### config.mk
export PLATFORM = sky130hd
export DESIGN_NAME = period_sequencer_flat
export DESIGN_NICKNAME = d
export VERILOG_FILES = /design/src/rtl/period_sequencer_if.sv /design/src/rtl/period_sequencer.sv /design/src/flat_wrapper.sv
export SDC_FILE = /design/constraint.sdc
export NUM_CORES = 1
export LEC_CHECK = 0
export ABC_AREA = 1
export CORE_ASPECT_RATIO = 0.9
export CORE_UTILIZATION = 35
export CTS_BUF_LIST = sky130_fd_sc_hd__clkbuf_8
export DETAILED_ROUTE_END_ITERATION = 6
export PLACE_DENSITY = 0.6
export REMOVE_ABC_BUFFERS = 1
export SYNTH_ARGS = -nofsm -noshare
export SYNTH_HDL_FRONTEND = slang
export SYNTH_SLANG_ARGS = --single-unit
### constraint.sdc
create_clock -name Clk100M -period 2.8 [get_ports Clk100M]
set_input_delay 0.56 -clock Clk100M [delete_from_list [all_inputs] [get_ports Clk100M]]
set_output_delay 0.56 -clock Clk100M [all_outputs]
set_load 0.005 [all_outputs]
### src/rtl/period_sequencer_if.sv
// Control/status bundle between the period sequencer and its neighbours.
// Signalling: there is no valid/ready pairing here. Every input is a level or
// one-cycle pulse sampled on the rising clock edge. Every output is registered.
// Strobes are one-cycle pulses. stateDbg mirrors the sequencer state for
// checkers and debug.
interface period_sequencer_if #(
   parameter int CNT_W = 8
);
   logic             tick1Hz;
   logic             start;
   logic             incLevel;
   logic             lose;
   logic             pre;
   logic             game;
   logic             answer;
   logic             post;
   logic             startGen;
   logic             stopGen;
   logic             stopCount;
   logic             levelComplete;
   logic             gameOver;
   logic [CNT_W-1:0] secsLeft;
   logic [2:0]       stateDbg;

   // Sequencer side
   modport slave (
      input  tick1Hz, start, incLevel, lose,
      output pre, game, answer, post, startGen, stopGen, stopCount,
             levelComplete, gameOver, secsLeft, stateDbg
   );

   // Controller / game-logic side
   modport master (
      output tick1Hz, start, incLevel, lose,
      input  pre, game, answer, post, startGen, stopGen, stopCount,
             levelComplete, gameOver, secsLeft, stateDbg
   );
endinterface

### src/rtl/period_sequencer.sv
// Sequences one game level through PRE -> GAME -> ANSWER -> POST -> JUDGE.
// Each timed period lasts a whole number of 1 Hz ticks. A judge verdict either
// restarts PRE for the next level or ends the game in OVER.
module period_sequencer #(
   parameter int PRE_SECS    = 3,
   parameter int GAME_SECS   = 10,
   parameter int ANSWER_SECS = 5,
   parameter int POST_SECS   = 3,
   parameter int CNT_W       = 8
) (
   input  logic                  Clk100M,
   input  logic                  reset,
   period_sequencer_if.slave     bus
);

   typedef enum logic [2:0] {
      IDLE   = 3'd0,
      PRE    = 3'd1,
      GAME   = 3'd2,
      ANSWER = 3'd3,
      POST   = 3'd4,
      JUDGE  = 3'd5,
      OVER   = 3'd6
   } state_t;

   localparam logic [CNT_W-1:0] PRE_LD    = CNT_W'(PRE_SECS);
   localparam logic [CNT_W-1:0] GAME_LD   = CNT_W'(GAME_SECS);
   localparam logic [CNT_W-1:0] ANSWER_LD = CNT_W'(ANSWER_SECS);
   localparam logic [CNT_W-1:0] POST_LD   = CNT_W'(POST_SECS);
   localparam logic [CNT_W-1:0] ONE       = CNT_W'(1);

   state_t state;

   assign bus.stateDbg = state;

   // State, seconds counter, period one-hots and entry strobes, all registered together.
   // Each strobe is set only on the transition into its state, so it lasts one cycle.
   // A timed state whose count is 1 or lower advances instead of decrementing,
   // so secsLeft never wraps.
   always_ff @(posedge Clk100M) begin
      if (reset) begin
         state              <= IDLE;
         bus.pre            <= 1'b0;
         bus.game           <= 1'b0;
         bus.answer         <= 1'b0;
         bus.post           <= 1'b0;
         bus.gameOver       <= 1'b0;
         bus.startGen       <= 1'b0;
         bus.stopGen        <= 1'b0;
         bus.stopCount      <= 1'b0;
         bus.levelComplete  <= 1'b0;
         bus.secsLeft       <= '0;
      end else begin
         bus.startGen      <= 1'b0;
         bus.stopGen       <= 1'b0;
         bus.stopCount     <= 1'b0;
         bus.levelComplete <= 1'b0;
         case (state)
            IDLE, OVER: begin
               if (bus.start) begin
                  state        <= PRE;
                  bus.gameOver <= 1'b0;
                  bus.pre      <= 1'b1;
                  bus.secsLeft <= PRE_LD;
               end
            end
            PRE: begin
               if (bus.tick1Hz) begin
                  if (bus.secsLeft <= ONE) begin
                     state        <= GAME;
                     bus.pre      <= 1'b0;
                     bus.game     <= 1'b1;
                     bus.startGen <= 1'b1;
                     bus.secsLeft <= GAME_LD;
                  end else begin
                     bus.secsLeft <= bus.secsLeft - ONE;
                  end
               end
            end
            GAME: begin
               if (bus.tick1Hz) begin
                  if (bus.secsLeft <= ONE) begin
                     state        <= ANSWER;
                     bus.game     <= 1'b0;
                     bus.answer   <= 1'b1;
                     bus.stopGen  <= 1'b1;
                     bus.secsLeft <= ANSWER_LD;
                  end else begin
                     bus.secsLeft <= bus.secsLeft - ONE;
                  end
               end
            end
            ANSWER: begin
               if (bus.tick1Hz) begin
                  if (bus.secsLeft <= ONE) begin
                     state         <= POST;
                     bus.answer    <= 1'b0;
                     bus.post      <= 1'b1;
                     bus.stopCount <= 1'b1;
                     bus.secsLeft  <= POST_LD;
                  end else begin
                     bus.secsLeft <= bus.secsLeft - ONE;
                  end
               end
            end
            POST: begin
               if (bus.tick1Hz) begin
                  if (bus.secsLeft <= ONE) begin
                     state             <= JUDGE;
                     bus.post          <= 1'b0;
                     bus.levelComplete <= 1'b1;
                     bus.secsLeft      <= '0;
                  end else begin
                     bus.secsLeft <= bus.secsLeft - ONE;
                  end
               end
            end
            JUDGE: begin
               // A failed verdict takes priority over a pass in the same cycle.
               if (bus.lose) begin
                  state        <= OVER;
                  bus.gameOver <= 1'b1;
               end else if (bus.incLevel) begin
                  state        <= PRE;
                  bus.pre      <= 1'b1;
                  bus.secsLeft <= PRE_LD;
               end
            end
            default: begin
               state        <= IDLE;
               bus.pre      <= 1'b0;
               bus.game     <= 1'b0;
               bus.answer   <= 1'b0;
               bus.post     <= 1'b0;
               bus.gameOver <= 1'b0;
               bus.secsLeft <= '0;
            end
         endcase
      end
   end

endmodule

### src/flat_wrapper.sv
// flat-port wrapper written by rule: the top's interface ports become plain ports
module period_sequencer_flat 
#(
   parameter int PRE_SECS    = 3,
   parameter int GAME_SECS   = 10,
   parameter int ANSWER_SECS = 5,
   parameter int POST_SECS   = 3,
   parameter int CNT_W       = 8
)
  (Clk100M, reset, bus_tick1Hz, bus_start, bus_incLevel, bus_lose, bus_pre, bus_game, bus_answer, bus_post, bus_startGen, bus_stopGen, bus_stopCount, bus_levelComplete, bus_gameOver, bus_secsLeft, bus_stateDbg);
  period_sequencer_if #(.CNT_W(CNT_W)) bus_i ();
  input  logic Clk100M;
  input  logic reset;
  input wire logic [$bits(bus_i.tick1Hz)-1:0] bus_tick1Hz;
  input wire logic [$bits(bus_i.start)-1:0] bus_start;
  input wire logic [$bits(bus_i.incLevel)-1:0] bus_incLevel;
  input wire logic [$bits(bus_i.lose)-1:0] bus_lose;
  output wire logic [$bits(bus_i.pre)-1:0] bus_pre;
  output wire logic [$bits(bus_i.game)-1:0] bus_game;
  output wire logic [$bits(bus_i.answer)-1:0] bus_answer;
  output wire logic [$bits(bus_i.post)-1:0] bus_post;
  output wire logic [$bits(bus_i.startGen)-1:0] bus_startGen;
  output wire logic [$bits(bus_i.stopGen)-1:0] bus_stopGen;
  output wire logic [$bits(bus_i.stopCount)-1:0] bus_stopCount;
  output wire logic [$bits(bus_i.levelComplete)-1:0] bus_levelComplete;
  output wire logic [$bits(bus_i.gameOver)-1:0] bus_gameOver;
  output wire logic [$bits(bus_i.secsLeft)-1:0] bus_secsLeft;
  output wire logic [$bits(bus_i.stateDbg)-1:0] bus_stateDbg;
  assign bus_i.tick1Hz = bus_tick1Hz;
  assign bus_i.start = bus_start;
  assign bus_i.incLevel = bus_incLevel;
  assign bus_i.lose = bus_lose;
  assign bus_pre = bus_i.pre;
  assign bus_game = bus_i.game;
  assign bus_answer = bus_i.answer;
  assign bus_post = bus_i.post;
  assign bus_startGen = bus_i.startGen;
  assign bus_stopGen = bus_i.stopGen;
  assign bus_stopCount = bus_i.stopCount;
  assign bus_levelComplete = bus_i.levelComplete;
  assign bus_gameOver = bus_i.gameOver;
  assign bus_secsLeft = bus_i.secsLeft;
  assign bus_stateDbg = bus_i.stateDbg;
  period_sequencer #(.PRE_SECS(PRE_SECS), .GAME_SECS(GAME_SECS), .ANSWER_SECS(ANSWER_SECS), .POST_SECS(POST_SECS), .CNT_W(CNT_W)) u_core (.Clk100M(Clk100M), .reset(reset), .bus(bus_i));
endmodule
==> impl_metrics.toml, run 1 <==
[power]
power_frac_comb_pct = 63.7
p_sw_uw = 1030
p_sw_share_pct = 48.1
powerDensity_nw_per_um2 = 1340
irDropWorstVdd_v = 0.000610
p_int_uw = 1110
p_seq_share_pct = 22.7
pwr-share-clk_pct = 13.6
power_leakage_uw = 0.000756

[floorplan]
core_area_um2 = 3380
num_rows = 20
die_y_um = 58.6
die_area_um2 = 3800
initial_core_util_pct = 36.8
die_x_um = 64.8
ios = 26

[detailed_routing]
vias = 1242
drt_wl_total_um = 2820
drc = 0
drt-vias-per-instance = 4.67
drt-initial-drc-count = 57
drtPass1Iterations = 4
wl_per_cell_um = 10.6
ant_nets = 0

[placement]
port_buffers = 25
gp_congestion = 0.809
dpl.hpwl_um = 2210
dp_cells = 262
place_area_um2 = 1520

[timing]
fin_tns_setup_ns = 0
finClkSkew_ns = 0.00223
maxSlewViolCount = 0
clock.fmax_mhz = 508
relSlewSlack_pct = 72.8
setup_viol = 0
grt_setup_unrepaired = "no"
whs_ns = 0.473
hold_viol = 0
period_needed_ns = 1.97
tightest_slew_ns = 0.407
final.period_utilization_pct = 70.3

[synth]
seq_area_frac_synth_pct = 32.2
synth_area_um2 = 1240
synth.ff_latch_count = 20
synthDistinctLibCells = 26
yosys_warnings = 0
synth_cells = 196
syn_area_per_cell_um2 = 6.35
netlist_top_cells_area = "dfxtp_1, nand2_1, nor2_1, nand3_1, inv_1"
synth_top_area_share_pct = 32.2
synth_top_area_cell = "dfxtp_1"

[worst_setup_path]
crit_path_max_fanout = 10
critPathSlowestCell = "clkdlybuf4s50_1"
worstSetupPathType = "reg2out"
cp-end-kind = "output pin"
critPathLaunchType = "flip-flop"
arrival_ns = 1.41
r2r_slack_ns = 1.09
cp_cell_sequence = "clkdlybuf4s50_1"
crit_path_max_incr_delay_ns = 0.59
path_buf_inv = 1
worst_path_dominant_cell_family = "buffers and inverters"
cp.required_ns = 2.24

[run_status]
outcome = "complete, no violations"

[clock_network]
cts_max_level = 1
clk_pin_slew_ns = 0.08
clk_path_buf_depth = 2
post_cts_resized = 0
cts_sinks = 20
cts-root-buf = "clkbuf_8"
post_cts_buffers = 0
cts_buffers = 3
clock_latency_ns = 0.26
hold_buffers = 0
cts_tree = "done"

[grt]
grt_max_degree = 13
grt_pass1_wl_um = 5020
grtUsageTotal_pct = 17.1
overflow = 0
grt_pass1_vias = 1111
antenna_found_initial = 0

[job]
max_cap_viol_count = 0

[cells_and_area]
final_cell_area_um2 = 1590
antennaDiodeCount = 0
layout.nets = 231
stdcell_count = 266
drive_above_1_share_pct = 10.4
area_delta_synth_final_pct = 28.2

[min_path]
hp-class = "reg2reg"
==> metal layers <==
| layer | vias to the layer above | share of wire [%] | global-route usage (%) | wire length, um |
|---|---|---|---|---|
| met2 | 24 | 44 | 26.2 | 1230 |
| met4 | 0 | 0.96 | 4.76 | 27 |
| met5 | - | 0 | 0 | 0 |
| met3 | 2 | 4.5 | 4.46 | 127 |
| li1 | 665 | - | - | - |
| met1 | 551 | 51 | 23.8 | 1430 |
==> cells by family (layout without fill, tap and decap cells) <==
kind of cell / count (synthesis) / after routing / synth area share, %
AO/OA/AOI/OAI: 16 / 16 / 7.04
XOR/XNOR: 1 / 1 / 0.704
adder cells (fa/ha/maj): 2 / 2 / 2.01
buffers and inverters: 27 / 53 / 9.66
flip-flops: 20 / 20 / 32.2
AND/OR/NAND/NOR: 130 / 130 / 48.4
==> layout by cell type (no fill, tap or decap), types with 2 or more instances in the layout <==
| cell | count |
|---|---|
| dfxtp_1 | 20 |
| o21ai_0 | 2 |
| a21oi_1 | 11 |
| nand2_1 | 66 |
| clkbuf_8 | 3 |
| nor3_1 | 3 |
| nand2_4 | 3 |
| inv_1 | 18 |
| ha_1 | 2 |
| nor2_4 | 3 |
| clkdlybuf4s50_1 | 25 |
| inv_2 | 4 |
| nand4_1 | 4 |
| nand3_1 | 16 |
| nor2_1 | 29 |
| nand3_2 | 2 |
==> path summary, 6_finish.rpt <==
kind | from | cells past startpoint | endpoint
setup / recovery | u_core.bus.stateDbg[0]$_SDFFE_PP0P_ | 1 | bus_stateDbg[0]
hold / removal | u_core.bus.post$_SDFFE_PP0P_ | 2 | u_core.bus.post$_SDFFE_PP0P_
setup reg to reg | u_core.bus.secsLeft[0]$_SDFFE_PP0P_ | 10 | u_core.bus.stateDbg[2]$_SDFFE_PP0P_
hold reg to reg | u_core.bus.post$_SDFFE_PP0P_ | 2 | u_core.bus.post$_SDFFE_PP0P_
==> flip-flops by register name (all words and copies together) (netlist names) <==
name,cells
u_core.bus.secsLeft,8
u_core.bus.stopGen,1
u_core.bus.levelComplete,1
u_core.bus.stopCount,1
u_core.bus.startGen,1
u_core.bus.answer,1
u_core.bus.post,1
u_core.bus.game,1
u_core.bus.pre,1
u_core.bus.gameOver,1
u_core.bus.stateDbg,3
==> power groups by stage <==
stage / clock network, uW / registers (uW) / logic (uW)
2_1_floorplan: 0 / 483 / 985
3_3_place_gp: 0 / 494 / 1370
3_5_place_dp: 0 / 492 / 1360
4_1_cts: 299 / 486 / 1370
5_1_grt: 309 / 498 / 1590
6_report: 291 / 485 / 1360
==> per-stage QoR <==
step	total power, uW	util, %	setup slack [ns]
after floorplan	1470	-	1.32
after global placement	1870	45.1	0.856
after detailed placement	1850	45.1	0.859
after CTS	2150	47.2	0.815
after global routing	2400	47.2	0.773
final	2140	47.2	0.832
==> cells in the mapped netlist <==
library cell and instances:
buf_6 2, clkinv_2 1, nand3_4 1, clkbuf_1 1, a21oi_2 1, nor3_1 3, nand3b_1 1, nor2_1 29
nand2_4 3, o21ai_1 1, o21ai_2 1, xor2_1 1, inv_2 4, nand3_1 16, nand4_1 4, nor2_2 1
ha_1 2, nand2_1 66, nand2_2 1, nor2_4 3, dfxtp_1 20, nand3_2 2, o21ai_0 2, a21oi_1 11
inv_4 1, inv_1 18
==> final cells by class <==
cell class	instances	area, um^2
fillers	363	1780
multi-input cells	149	723
flip-flops and latches	20	400
repair buffers	25	250
inverters	24	93.8
well taps	44	55.1
clock buffers	3	41.3
clock inverters	1	30.0
(Power assumes the default switching activity.)
==> inputs of run 2 (changes only) <==
--- a/config.mk
+++ b/config.mk
@@ -10,7 +10,7 @@
 export CORE_UTILIZATION = 35
 export CTS_BUF_LIST = sky130_fd_sc_hd__clkbuf_8
 export DETAILED_ROUTE_END_ITERATION = 6
-export PLACE_DENSITY = 0.6
+export PLACE_DENSITY = 0.63
 export REMOVE_ABC_BUFFERS = 1
 export SYNTH_ARGS = -nofsm -noshare
 export SYNTH_HDL_FRONTEND = slang
==> constraint.sdc (replaced) <==
create_clock -name Clk100M -period 1.65 [get_ports Clk100M]
set_input_delay 0.33 -clock Clk100M [delete_from_list [all_inputs] [get_ports Clk100M]]
set_output_delay 0.33 -clock Clk100M [all_outputs]
set_load 0.005 [all_outputs]
==> impl_metrics.toml, run 2 (synthesized netlist as in run 1, its figures left out) <==
[worst_setup_path]
arrival_ns = 1.26
cp_cell_sequence = "buf_4, clkdlybuf4s50_1"
critPathSlowestCell = "clkdlybuf4s50_1"
critPathLaunchType = "flip-flop"
crit_path_max_fanout = 5
cp-end-kind = "output pin"
worstSetupPathType = "reg2out"
cp.required_ns = 1.32
crit_path_max_incr_delay_ns = 0.50

[clock_network]
clk_path_buf_depth = 2
cts_buffers = 3
cts_tree = "done"
post_cts_buffers = 0
clock_latency_ns = 0.26
clk_pin_slew_ns = 0.08
cts_max_level = 1
cts_sinks = 20
hold_buffers = 0
cts-root-buf = "clkbuf_8"

[grt]
grtUsageTotal_pct = 17.2
grt_pass1_vias = 1196
overflow = 0
grt_pass1_wl_um = 5140
antenna_found_initial = 0
grt_max_degree = 12

[timing]
final.period_utilization_pct = 96.4
finClkSkew_ns = 0.00425
setup_viol = 0
clock.fmax_mhz = 629
grt_setup_unrepaired = "no"
fin_tns_setup_ns = 0
setup_ws_ns = 0.0600
tightest_slew_ns = 0.363
maxSlewViolCount = 0
relSlewSlack_pct = 75.6
hold_viol = 0
whs_ns = 0.470
period_needed_ns = 1.59

[floorplan]
num_rows = 20
die_y_um = 58.6
die_area_um2 = 3800
die_x_um = 64.8
initial_core_util_pct = 36.8
core_area_um2 = 3380
ios = 26

[placement]
dpl.hpwl_um = 2400
port_buffers = 25
preCtsSetupSlack_ns = 0.0108
gp_congestion = 0.840

[power]
power_leakage_uw = 0.000805
pwr-share-clk_pct = 10.1
p_sw_uw = 1840
p_sw_share_pct = 48.9
power_uw = 3760
irDropWorstVdd_v = 0.000846
power_frac_comb_pct = 68.6
powerDensity_nw_per_um2 = 2240
p_seq_share_pct = 21.3
p_int_uw = 1920

[detailed_routing]
drtPass1Iterations = 5
vias = 1312
drt-vias-per-instance = 4.74
drc = 0
drt-initial-drc-count = 53
wl_per_cell_um = 10.9
ant_nets = 0
drt_wl_total_um = 3010

[cells_and_area]
regMostFlops = "u_core.bus.secsLeft"
layout.nets = 242
final_common_cell = "nand2_1"
finalCoreUtilization_pct = 49.7
area_delta_synth_final_pct = 34.9
drive_above_1_share_pct = 18.0
largest_reg_flops = 8
mostFrequentLayoutCells = "nand2_1, nor2_1, clkdlybuf4s50_1"
antennaDiodeCount = 0

[run_status]
outcome = "complete, no violations"

[job]
max_cap_viol_count = 0

[min_path]
hp-class = "reg2reg"
[run 2: cell count changes in the layout (fill, tap and decap cells not counted)]
cell,change
buf_4,+11
dfxtp_1,-4
dfxtp_2,+3
nand2_1,-3
nand2_2,+3
bufinv_16,-1
clkbuf_8,+1
dfxtp_4,+1
nor2_1,-1
nor2_2,+1
[run 2: final timing paths]
check	start	end	slack, ns	cells past startpoint
hold / removal	u_core.bus.post$_SDFFE_PP0P_	u_core.bus.post$_SDFFE_PP0P_	0.47	2
hold reg to reg	u_core.bus.post$_SDFFE_PP0P_	u_core.bus.post$_SDFFE_PP0P_	0.47	2
setup reg to reg	u_core.bus.stateDbg[0]$_SDFFE_PP0P_	u_core.bus.secsLeft[7]$_SDFFE_PP0P_	0.19	10
setup / recovery	u_core.bus.stateDbg[0]$_SDFFE_PP0P_	bus_stateDbg[0]	0.06	2
[run 2: metrics by stage]
step                std cells  cell area [um^2]
floorplan                 193              1220
global placement          273              1610
detailed placement        273              1610
CTS                       277              1660
global route              277              1680
finish                    277              1680
[run 2: what timing repair did]
| item | CTS | global route |
|---|---|---|
| gates resized for setup | 3 | 6 |
| pin swaps | 0 | 1 |
| endpoints found under the setup margin | 3 | 6 |
| cloned | 0 | 0 |
[run 2: worst max-delay path: cells and delay by family, from the launching register on]
family | cells | cell delay, ns
buffers and inverters | 2 | 0.63
flip-flops | 1 | 0.38
[run 2: cell type report]
type | count | area [um^2]
timing repair buffer | 36 | 333
multi-input combinational | 149 | 733
inverter | 24 | 93.8
clock buffer | 4 | 55.1
fill | 358 | 1700
sequential | 20 | 408
tap | 44 | 55.1
[run 2: power by group through the flow]
| stage | Combinational [uW] | Clock, uW | Sequential, uW |
|---|---|---|---|
| CTS | 2530 | 390 | 798 |
| global placement | 2520 | 0 | 810 |
| detailed placement | 2510 | 0 | 803 |
| global route | 2920 | 409 | 830 |
| finish | 2580 | 382 | 802 |
| floorplan | 1670 | 0 | 819 |
[run 2: per-layer routing]
layer  track usage, %  share of wire [%]
met1             24.7                 51
met2             27.1                 44
met3             1.94                4.6
met4             4.76                1.2
met5                0                  0
==> inputs of run 3 (changes only) <==
--- a/config.mk
+++ b/config.mk
@@ -10,8 +10,10 @@
 export CORE_UTILIZATION = 35
 export CTS_BUF_LIST = sky130_fd_sc_hd__clkbuf_8
 export DETAILED_ROUTE_END_ITERATION = 6
+export GPL_ROUTABILITY_DRIVEN = 0
 export PLACE_DENSITY = 0.63
 export REMOVE_ABC_BUFFERS = 1
+export SKIP_LAST_GASP = 1
 export SYNTH_ARGS = -nofsm -noshare
 export SYNTH_HDL_FRONTEND = slang
 export SYNTH_SLANG_ARGS = --single-unit
==> impl_metrics.toml, run 3 (synthesized netlist as in run 1, its figures left out) <==
[run_status]
outcome = "complete, no violations"

[timing]
tightest_slew_ns = 0.364
whs_ns = 0.470
finClkSkew_ns = 0.00376
period_needed_ns = 1.61
hold_viol = 0
final.period_utilization_pct = 97.7
setup_viol = 0
setup_ws_ns = 0.0382
maxSlewViolCount = 0
grt_setup_unrepaired = "yes"
relSlewSlack_pct = 75.5
clock.fmax_mhz = 620

[clock_network]
cts_buffers = 3
clock_latency_ns = 0.26
cts_tree = "done"
clk_path_buf_depth = 2
cts_sinks = 20
cts-root-buf = "clkbuf_8"
clk_pin_slew_ns = 0.08
post_cts_buffers = 0
hold_buffers = 0
cts_max_level = 1

[worst_setup_path]
r2r_slack_ns = 0.16
crit_path_max_fanout = 5
r2r_end = "u_core.bus.secsLeft[7]$_SDFFE_PP0P_"
r2r_start = "u_core.bus.secsLeft[1]$_SDFFE_PP0P_"
cp-end-kind = "output pin"
cp.required_ns = 1.32
r2r_cells = 11
critPathLaunchType = "flip-flop"
worstSetupPathType = "reg2out"
arrival_ns = 1.28

[power]
power_leakage_uw = 0.000804
powerDensity_nw_per_um2 = 2250
irDropWorstVdd_v = 0.000847
power_uw = 3770

[floorplan]
ios = 26
die_y_um = 58.6
core_area_um2 = 3380
num_rows = 20
initial_core_util_pct = 36.8
die_x_um = 64.8
die_area_um2 = 3800

[cells_and_area]
layout.nets = 242
antennaDiodeCount = 0
largest_reg_flops = 8
mostFrequentLayoutCells = "nand2_1, nor2_1, clkdlybuf4s50_1"
regMostFlops = "u_core.bus.secsLeft"
drive_above_1_share_pct = 18.0
final_common_cell = "nand2_1"
area_delta_synth_final_pct = 34.7

[detailed_routing]
drc = 0
drt-vias-per-instance = 4.75
drt_wl_total_um = 3020
ant_nets = 0
drt-initial-drc-count = 53
drtPass1Iterations = 4
vias = 1315
wl_per_cell_um = 10.9

[placement]
port_buffers = 25
dpl.hpwl_um = 2400
preCtsSetupSlack_ns = 0.0108

[job]
max_cap_viol_count = 0

[grt]
grt_pass1_wl_um = 5140
grt_max_degree = 12
grt_pass1_vias = 1196
overflow = 0
grtUsageTotal_pct = 17.2
antenna_found_initial = 0

[min_path]
hold_depth = 2
min_from = "u_core.bus.post$_SDFFE_PP0P_"
whs_endpoint = "u_core.bus.post$_SDFFE_PP0P_"
hp-class = "reg2reg"
-- run 3: how the worst max path moves through the flow --
stage | from | endpoint | slack, ns
6_report | u_core.bus.stateDbg[0]$_SDFFE_PP0P_ | bus_stateDbg[0] | 0.04
5_1_grt | u_core.bus.stateDbg[0]$_SDFFE_PP0P_ | bus_stateDbg[0] | -0.01
3_3_place_gp | bus_tick1Hz | u_core.bus.secsLeft[4]$_SDFFE_PP0P_ | 0.02
4_1_cts | u_core.bus.stateDbg[0]$_SDFFE_PP0P_ | bus_stateDbg[0] | 0.04
2_1_floorplan | u_core.bus.secsLeft[0]$_SDFFE_PP0P_ | u_core.bus.stateDbg[2]$_SDFFE_PP0P_ | 0.17
3_5_place_dp | bus_incLevel | u_core.bus.secsLeft[6]$_SDFFE_PP0P_ | 0.01
-- run 3: final cells by class --
class | count | area (um^2)
Clock buffer | 4 | 55.1
Fill cell | 358 | 1700
Inverter | 24 | 93.8
Multi-Input combinational cell | 149 | 733
Sequential cell | 20 | 405
Tap cell | 44 | 55.1
Timing Repair Buffer | 36 | 333
-- run 3: critical path, stage by stage, from the launching register on --
cell and delay, ns:
dfxtp_2 0.38, buf_4 0.14, clkdlybuf4s50_1 0.50
-- run 3: stage by stage --
| stage | utilization (%) | std cells | setup TNS [ns] | area (um^2) |
|---|---|---|---|---|
| floorplan | - | 193 | 0 | 1220 |
| global placement | 47.5 | 273 | 0 | 1610 |
| detailed placement | 47.5 | 273 | 0 | 1610 |
| CTS | 49.3 | 277 | 0 | 1660 |
| global route | 49.6 | 277 | -0.0213 | 1680 |
| finish | 49.6 | 277 | 0 | 1680 |
-- run 3: power breakdown --
group	internal (uW)	total, uW	switching [uW]
sequential	647	798	151
clock	213	382	169
combinational	1060	2590	1530
total	1920	3770	1850
-- run 3: per-layer routing --
layer	GRT usage (%)	wire [um]	vias to the layer above
li1	-	-	691
met1	24.7	1540	590
met2	27.1	1320	29
met3	1.94	128	5
met4	4.76	35	0
met5	0	0	-
-- run 3: what timing repair did --
item,4_1_cts,5_1_grt
hold endpoints to repair,0,0
gates resized for setup,3,5
pin swaps,0,0
endpoints found under the setup margin,3,6
gates cloned,0,0
